<file path="src/rtl/mc_pkg.sv">
// mc_pkg: shared state, opcode and mux-select encodings for the multicycle controller.
// Revision 1.0
`default_nettype none

package mc_pkg;

  typedef enum logic [3:0] {
    S_FETCH   = 4'd0,
    S_DECODE  = 4'd1,
    S_MEMADR  = 4'd2,
    S_MEMRD   = 4'd3,
    S_MEMWB   = 4'd4,
    S_MEMWR   = 4'd5,
    S_RTYPEEX = 4'd6,
    S_RTYPEWB = 4'd7,
    S_BREX    = 4'd8,
    S_ADDIEX  = 4'd9,
    S_ORIEX   = 4'd10,
    S_IWB     = 4'd11,
    S_JEX     = 4'd12,
    S_JALEX   = 4'd13,
    S_JREX    = 4'd14,
    S_FAULT   = 4'd15
  } state_t;

  localparam logic [5:0] OP_RTYPE = 6'b000000;
  localparam logic [5:0] OP_LW    = 6'b100011;
  localparam logic [5:0] OP_SW    = 6'b101011;
  localparam logic [5:0] OP_BEQ   = 6'b000100;
  localparam logic [5:0] OP_BNE   = 6'b000101;
  localparam logic [5:0] OP_ADDI  = 6'b001000;
  localparam logic [5:0] OP_ORI   = 6'b001101;
  localparam logic [5:0] OP_J     = 6'b000010;
  localparam logic [5:0] OP_JAL   = 6'b000011;
  localparam logic [5:0] FN_JR    = 6'b001000;

  localparam logic [1:0] ALUSRCB_B     = 2'b00;
  localparam logic [1:0] ALUSRCB_FOUR  = 2'b01;
  localparam logic [1:0] ALUSRCB_IMM   = 2'b10;
  localparam logic [1:0] ALUSRCB_IMMSH = 2'b11;

  localparam logic [1:0] PCSRC_ALURES = 2'b00;
  localparam logic [1:0] PCSRC_ALUOUT = 2'b01;
  localparam logic [1:0] PCSRC_JUMP   = 2'b10;
  localparam logic [1:0] PCSRC_REGA   = 2'b11;

  localparam logic [1:0] ALUOP_ADD   = 2'b00;
  localparam logic [1:0] ALUOP_SUB   = 2'b01;
  localparam logic [1:0] ALUOP_FUNCT = 2'b10;
  localparam logic [1:0] ALUOP_OR    = 2'b11;

endpackage

`default_nettype wire

</file>
<file path="src/rtl/mc_wait_timer.sv">
// mc_wait_timer: memory-wait cycle counter; expired flags count==limit (limit 0 never expires).
// Revision 1.0
`default_nettype none

module mc_wait_timer #(
  parameter int WCNT_W = 4
) (
  input  logic              clk,
  input  logic              reset_n,
  input  logic              clear,
  input  logic              enable,
  input  logic [WCNT_W-1:0] limit,
  output logic              expired
);

  logic [WCNT_W-1:0] count;

  always_ff @(posedge clk or negedge reset_n) begin
    if (!reset_n) begin
      count <= '0;
    end else if (clear) begin
      count <= '0;
    end else if (enable) begin
      count <= count + 1'b1;
    end
  end

  assign expired = (limit != '0) && (count == limit);

endmodule

`default_nettype wire

</file>
<file path="src/rtl/mc_controller.sv">
// mc_controller: multicycle MIPS32 control FSM with memory-wait timeout and illegal-op fault.
// Optional MC_CONTROLLER_PERF_EN adds instret/cycles counters. Revision 1.0
`default_nettype none

module mc_controller
  import mc_pkg::*;
#(
  parameter int WAIT_MAX = 15,
  parameter int WCNT_W   = 4
) (
  input  logic       clk,
  input  logic       reset_n,
  input  logic [5:0] op,
  input  logic [5:0] funct,
  input  logic       mem_ready,
  output logic       mem_req,
  output logic       iord,
  output logic       memwrite,
  output logic       irwrite,
  output logic       pcwrite,
  output logic       branch,
  output logic       ne,
  output logic       regdst,
  output logic       memtoreg,
  output logic       regwrite,
  output logic       link,
  output logic       zeroext,
  output logic       alusrca,
  output logic [1:0] alusrcb,
  output logic [1:0] pcsrc,
  output logic [1:0] aluop,
  output logic       fault
`ifdef MC_CONTROLLER_PERF_EN
  ,
  output logic [31:0] instret,
  output logic [31:0] cycles
`endif
);

  localparam logic [WCNT_W-1:0] WAIT_LIMIT = WCNT_W'(WAIT_MAX);

  state_t state, next_state;
  logic   waiting, timer_clear, timer_en, expired;

  always_ff @(posedge clk or negedge reset_n) begin
    if (!reset_n) state <= S_FETCH;
    else          state <= next_state;
  end

  // Clearing on any state change is equivalent to clearing on entry to a wait state.
  assign waiting     = (state == S_FETCH) || (state == S_MEMRD) || (state == S_MEMWR);
  assign timer_clear = (next_state != state);
  assign timer_en    = waiting && !mem_ready;

  mc_wait_timer #(.WCNT_W(WCNT_W)) u_wait_timer (
    .clk     (clk),
    .reset_n (reset_n),
    .clear   (timer_clear),
    .enable  (timer_en),
    .limit   (WAIT_LIMIT),
    .expired (expired)
  );

  always_comb begin
    next_state = state;
    mem_req    = 1'b0;
    iord       = 1'b0;
    memwrite   = 1'b0;
    irwrite    = 1'b0;
    pcwrite    = 1'b0;
    branch     = 1'b0;
    ne         = 1'b0;
    regdst     = 1'b0;
    memtoreg   = 1'b0;
    regwrite   = 1'b0;
    link       = 1'b0;
    zeroext    = 1'b0;
    alusrca    = 1'b0;
    alusrcb    = ALUSRCB_B;
    pcsrc      = PCSRC_ALURES;
    aluop      = ALUOP_ADD;
    fault      = 1'b0;
    case (state)
      S_FETCH: begin
        mem_req = 1'b1;
        if (mem_ready) begin
          irwrite    = 1'b1;
          pcwrite    = 1'b1;
          alusrcb    = ALUSRCB_FOUR;
          next_state = S_DECODE;
        end else if (expired) begin
          next_state = S_FAULT;
        end
      end
      S_DECODE: begin
        alusrcb = ALUSRCB_IMMSH;
        case (op)
          OP_LW, OP_SW:    next_state = S_MEMADR;
          OP_RTYPE:        next_state = (funct == FN_JR) ? S_JREX : S_RTYPEEX;
          OP_BEQ, OP_BNE:  next_state = S_BREX;
          OP_ADDI:         next_state = S_ADDIEX;
          OP_ORI:          next_state = S_ORIEX;
          OP_J:            next_state = S_JEX;
          OP_JAL:          next_state = S_JALEX;
          default:         next_state = S_FAULT;
        endcase
      end
      S_MEMADR: begin
        alusrca    = 1'b1;
        alusrcb    = ALUSRCB_IMM;
        next_state = (op == OP_LW) ? S_MEMRD : S_MEMWR;
      end
      S_MEMRD: begin
        mem_req = 1'b1;
        iord    = 1'b1;
        if (mem_ready)    next_state = S_MEMWB;
        else if (expired) next_state = S_FAULT;
      end
      S_MEMWB: begin
        regwrite   = 1'b1;
        memtoreg   = 1'b1;
        next_state = S_FETCH;
      end
      S_MEMWR: begin
        mem_req  = 1'b1;
        memwrite = 1'b1;
        iord     = 1'b1;
        if (mem_ready)    next_state = S_FETCH;
        else if (expired) next_state = S_FAULT;
      end
      S_RTYPEEX: begin
        alusrca    = 1'b1;
        aluop      = ALUOP_FUNCT;
        next_state = S_RTYPEWB;
      end
      S_RTYPEWB: begin
        regwrite   = 1'b1;
        regdst     = 1'b1;
        next_state = S_FETCH;
      end
      S_BREX: begin
        alusrca    = 1'b1;
        aluop      = ALUOP_SUB;
        branch     = 1'b1;
        pcsrc      = PCSRC_ALUOUT;
        ne         = (op == OP_BNE);
        next_state = S_FETCH;
      end
      S_ADDIEX: begin
        alusrca    = 1'b1;
        alusrcb    = ALUSRCB_IMM;
        next_state = S_IWB;
      end
      S_ORIEX: begin
        alusrca    = 1'b1;
        alusrcb    = ALUSRCB_IMM;
        aluop      = ALUOP_OR;
        zeroext    = 1'b1;
        next_state = S_IWB;
      end
      S_IWB: begin
        regwrite   = 1'b1;
        zeroext    = (op == OP_ORI);
        next_state = S_FETCH;
      end
      S_JEX: begin
        pcwrite    = 1'b1;
        pcsrc      = PCSRC_JUMP;
        next_state = S_FETCH;
      end
      S_JALEX: begin
        pcwrite    = 1'b1;
        pcsrc      = PCSRC_JUMP;
        regwrite   = 1'b1;
        link       = 1'b1;
        next_state = S_FETCH;
      end
      S_JREX: begin
        pcwrite    = 1'b1;
        pcsrc      = PCSRC_REGA;
        next_state = S_FETCH;
      end
      S_FAULT: begin
        fault = 1'b1;
      end
      default: begin
        next_state = S_FAULT;
      end
    endcase
  end

`ifdef MC_CONTROLLER_PERF_EN
  always_ff @(posedge clk or negedge reset_n) begin
    if (!reset_n) begin
      cycles  <= '0;
      instret <= '0;
    end else begin
      if (state != S_FAULT) cycles <= cycles + 32'd1;
      if ((next_state == S_FETCH) && (state != S_FETCH)) instret <= instret + 32'd1;
    end
  end
`endif

endmodule

`default_nettype wire

</file>
<file path="config.mk">
export PLATFORM = sky130hd
export DESIGN_NAME = mc_controller
export DESIGN_NICKNAME = d
export VERILOG_FILES = /design/src/rtl/mc_pkg.sv /design/src/rtl/mc_wait_timer.sv /design/src/rtl/mc_controller.sv
export SDC_FILE = /design/constraint.sdc
export NUM_CORES = 1
export LEC_CHECK = 0
export ABC_AREA = 1
export ABC_CLOCK_PERIOD_IN_PS = 1900
export BUFFER_PORTS_ARGS = -buffer_cell sky130_fd_sc_hd__buf_4
export CORE_UTILIZATION = 45
export DETAILED_ROUTE_END_ITERATION = 7
export PLACE_DENSITY = 0.81
export SYNTH_ARGS = -nofsm -noshare
export SYNTH_HDL_FRONTEND = slang
export SYNTH_HIERARCHICAL = 1
export SYNTH_SLANG_ARGS = --single-unit
</file>
<file path="constraint.sdc">
create_clock -name clk -period 1.9 [get_ports clk]
set_clock_uncertainty 0.1 [all_clocks]
set_input_delay 0.475 -clock clk [delete_from_list [all_inputs] [get_ports clk]]
set_output_delay 0.475 -clock clk [all_outputs]
set_load 0.03 [all_outputs]
</file>
==> qor.yml, run 1 <==
outcome:
  status: "aborted with a tool error"
  failing_step: "clock tree synthesis (4_1_cts)"
  error_line: "[ERROR DPL-0033] detailed placement checks failed during check placement."
yosys:
  synth_edf_count: 0
  yosysMostFrequentCell: "nand2_1"
  synth_area_leader_cell: "nand2_1"
  syn_avg_cell_area_um2: 5.005
  synthDominantCellAreaShare_pct: 24.38
  ys_types: 17
  ys_ff_latch: 8
  netlist_area_um2: 1016
  synth-async-reset-ratio_pct: 100.0
  synth.cells.most_frequent: "66 x nand2_1, 41 x inv_1, 39 x nor2_1"
  synth_area_leaders: "nand2_1 24%, dfrtp_1 20%, inv_1 15%, nor2_1 14%, nand3_1 10%"
  synthFlopType: "dfrtp_1"
  seq_area_frac_synth_pct: 19.70
  syn_inst: 203
  ys_warn_count: 6
placement:
  gp_congestion: 0.8696
  place_area_um2: 1699
  dp.final_hpwl_um: 2659
  post-place-cells: 312
  port_buffers: 34
clock_network:
  h-tree-depth: 1
  cts_hold_buf: 1
  clk_path_buf_depth: 2
  cts_root_buf: "clkbuf_4"
  postCtsSetupRepairBufs: 17
  cts_buffers: 3
  clkSinkCount: 8
  ctsResizeCount: 61
floorplan:
  num_rows: 16
  die_w_um: 49.52
  start_util_pct: 49.75
  ios: 35
  die_h_um: 49.52
[metrics by stage]
step	util (%)	worst slack, ns
after global placement	83.21	-0.2702
after floorplan	-	-0.1236
after detailed placement	83.21	-0.3186
[kinds of logic after synthesis]
group                    after synthesis  share of synthesized area (%)
flip-flops                             8                          19.70
AND/OR/NAND/NOR                      134                          54.56
AO/OA/AOI/OAI                         16                          8.251
other                                  1                         0.3691
buffers and inverters                 43                          15.89
adder cells (fa/ha/maj)                1                          1.231
==> inputs of run 2 (changes only) <==
--- a/config.mk
+++ b/config.mk
@@ -6,11 +6,12 @@
 export NUM_CORES = 1
 export LEC_CHECK = 0
 export ABC_AREA = 1
-export ABC_CLOCK_PERIOD_IN_PS = 1900
+export ABC_CLOCK_PERIOD_IN_PS = 2500
 export BUFFER_PORTS_ARGS = -buffer_cell sky130_fd_sc_hd__buf_4
-export CORE_UTILIZATION = 45
+export CORE_AREA = 2 2 63 65
 export DETAILED_ROUTE_END_ITERATION = 7
-export PLACE_DENSITY = 0.81
+export DIE_AREA = 0 0 65 67
+export PLACE_DENSITY_LB_ADDON = 0.15
 export SYNTH_ARGS = -nofsm -noshare
 export SYNTH_HDL_FRONTEND = slang
 export SYNTH_HIERARCHICAL = 1
==> constraint.sdc (replaced) <==
create_clock -name clk -period 2.5 [get_ports clk]
set_clock_uncertainty 0.1 [all_clocks]
set_input_delay 0.625 -clock clk [delete_from_list [all_inputs] [get_ports clk]]
set_output_delay 0.625 -clock clk [all_outputs]
set_load 0.03 [all_outputs]
==> run 2 against run 1 <==
Against the previous run: the flow now finishes without violations; synthesized cell count unchanged; synthesized area unchanged.
==> qor.yml, run 2 <==
pwr:
  peakVddDrop_v: 0.0007078
  power_per_cell_area_nw_per_um2: 1037
  total_power_mw: 1.497
  leakage_nw: 0.9299
floorplan:
  num_rows: 22
  die-area_um2: 4355
  die_w_um: 65
  ios: 35
  die_h_um: 67
  start_util_pct: 28.17
  fp.coreArea_um2: 3606
yosys:
  seq_area_frac_synth_pct: 19.70
  synth_area_leaders: "nand2_1 24%, dfrtp_1 20%, inv_1 15%, nor2_1 14%, nand3_1 10%"
  syn_inst: 203
  netlist_area_um2: 1016
  yosysMostFrequentCell: "nand2_1"
  syn_avg_cell_area_um2: 5.005
  synthDominantCellAreaShare_pct: 24.38
  synth_area_leader_cell: "nand2_1"
  ys_ff_latch: 8
  synth.cells.most_frequent: "66 x nand2_1, 41 x inv_1, 39 x nor2_1"
  synthFlopType: "dfrtp_1"
  synth_edf_count: 0
  ys_types: 17
  ys_warn_count: 6
  synth-async-reset-ratio_pct: 100.0
drt:
  drtAntennaViolNets: 0
  viasPerCell: 4.244
  wl_per_cell_um: 9.324
  vias: 1269
  drt-total-wl_um: 2788
  first_pass_iters: 4
  drc_errors: 0
  drt-initial-drc-count: 42
clock_network:
  cts_root_buf: "clkbuf_8"
  clkSinkCount: 8
  postCtsSetupRepairBufs: 0
  cts_tree: "yes"
  insertion_delay_ns: 0.23
  clk_path_buf_depth: 2
  cts_hold_buf: 0
  cts.reportedPaths.clkPinSlew_ns: 0.04
  cts_buffers: 3
  h-tree-depth: 1
grt:
  grt_pass1_wl_um: 5071
  grt_max_degree: 9
  grt_overflow: 0
  antenna_found_initial: 0
  grt_pass1_vias: 1238
  gr-usage-all-layers_pct: 14.58
timing:
  setup_ws_ns: 0.1970
  post-route-period-util_pct: 92.12
  grt_setup_unrepaired: "false"
  slew_violations: 0
  fin_setup_tns_ns: 0
  setup_viol: 0
  clock.fmax_mhz: 434.2
  period_minus_slack_ns: 2.303
  hold_ws_ns: 0.1037
  hold_viol: 0
final_layout:
  fin_util_pct: 40.04
  fillers: 427
  area_delta_synth_final_pct: 42.12
  design_area_um2: 1444
  layout_common_cells: "66 x nand2_1, 41 x inv_1, 36 x nor2_1, 36 x buf_4, 21 x nand3_1"
  diodes: 0
  layout_commonest_cell: "nand2_1"
  drive_gt1_share_pct: 19.92
  reg_top3: "state: 4 flops, u_wait_timer/count: 4 flops"
  nets: 269
  final-instance-count-excl-fill: 299
setup_path:
  rrSetupSlack_ns: 0.30
  r2r-end: "u_wait_timer/count[3]"
  crit_type: "flip-flop to output pin"
  cp-start-kind: "flip-flop"
  crit_arrival_ns: 1.58
  r2r_cells: 20
  worst-path-max-fanout: 5
  critPathRequiredTime_ns: 1.77
  rr_startpoint: "u_wait_timer/count[0]"
  end_kind: "output pin"
placement:
  dp.final_hpwl_um: 2315
  dp_slack_ns: 0.08397
  post-place-cells: 296
  port_buffers: 34
  gp_congestion: 0.8467
  place_area_um2: 1398
run:
  maxCapViolCount: 0
outcome:
  status: "finished clean"
hold_path:
  hp-class: "primary input to asynchronous set/reset pin"
run 2: cell counts after synthesis:
Identical to the previous run, type by type.
run 2: kinds of logic (layout without fill, tap and decap cells):
kind of cell	after synthesis	count (layout)	share of synthesized area (%)
AND/OR/NAND/NOR	134	134	54.56
buffers and inverters	43	82	15.89
AO/OA/AOI/OAI	16	16	8.251
flip-flops	8	8	19.70
adder cells (fa/ha/maj)	1	1	1.231
other	1	10	0.3691
run 2: how the worst max path moves through the flow:
stage	from	endpoint	slack, ns	cells after the start
after global placement	op[3]	u_wait_timer/count[3]	0.13	15
final	state[3]	ne	0.20	7
after CTS	state[3]	ne	0.1	7
after floorplan	op[5]	zeroext	0.03	3
after detailed placement	op[3]	u_wait_timer/count[3]	0.08	15
after global routing	state[2]	u_wait_timer/count[3]	0.002	16
run 2: report_power, final:
part	leakage [nW]	internal, mW	switching (mW)	total (mW)
Combinational	0.803	0.367	0.745	1.11
Clock	0.0216	0.105	0.0536	0.158
Sequential	0.106	0.167	0.0600	0.227
Total	0.930	0.639	0.858	1.50
run 2: final cells by class:
| type | count | area (um2) | area share [%] |
|---|---|---|---|
| clock buffer | 3 | 41.29 | 2.860 |
| inverter | 43 | 161.4 | 11.18 |
| multi-input combinational | 161 | 710.7 | 49.22 |
| sequential | 8 | 200.2 | 13.86 |
| tap | 48 | 60.06 | 4.159 |
| timing repair buffer | 36 | 270.3 | 18.72 |
run 2: repair_timing:
item | 4_1_cts | 5_1_grt
resized for setup | 0 | 2
hold endpoints to repair | 0 | 0
endpoints found under the setup margin | 0 | 3
run 2: critical path: stages (launching register included):
cell     delay [ns]
dfrtp_1        0.42
inv_1          0.12
nor2_2         0.20
inv_1          0.11
nor2_2         0.11
inv_1          0.08
nor4_4         0.12
buf_4          0.19
run 2: metal layers:
metal	up-vias	global-route usage, %	wire [um]
met1	536	18.11	1285
li1	703	-	-
met3	2	2.365	145
met5	-	0	0
met2	28	25.26	1347
met4	0	5.319	10
No activity file was read; power rests on OpenSTA's default activity.
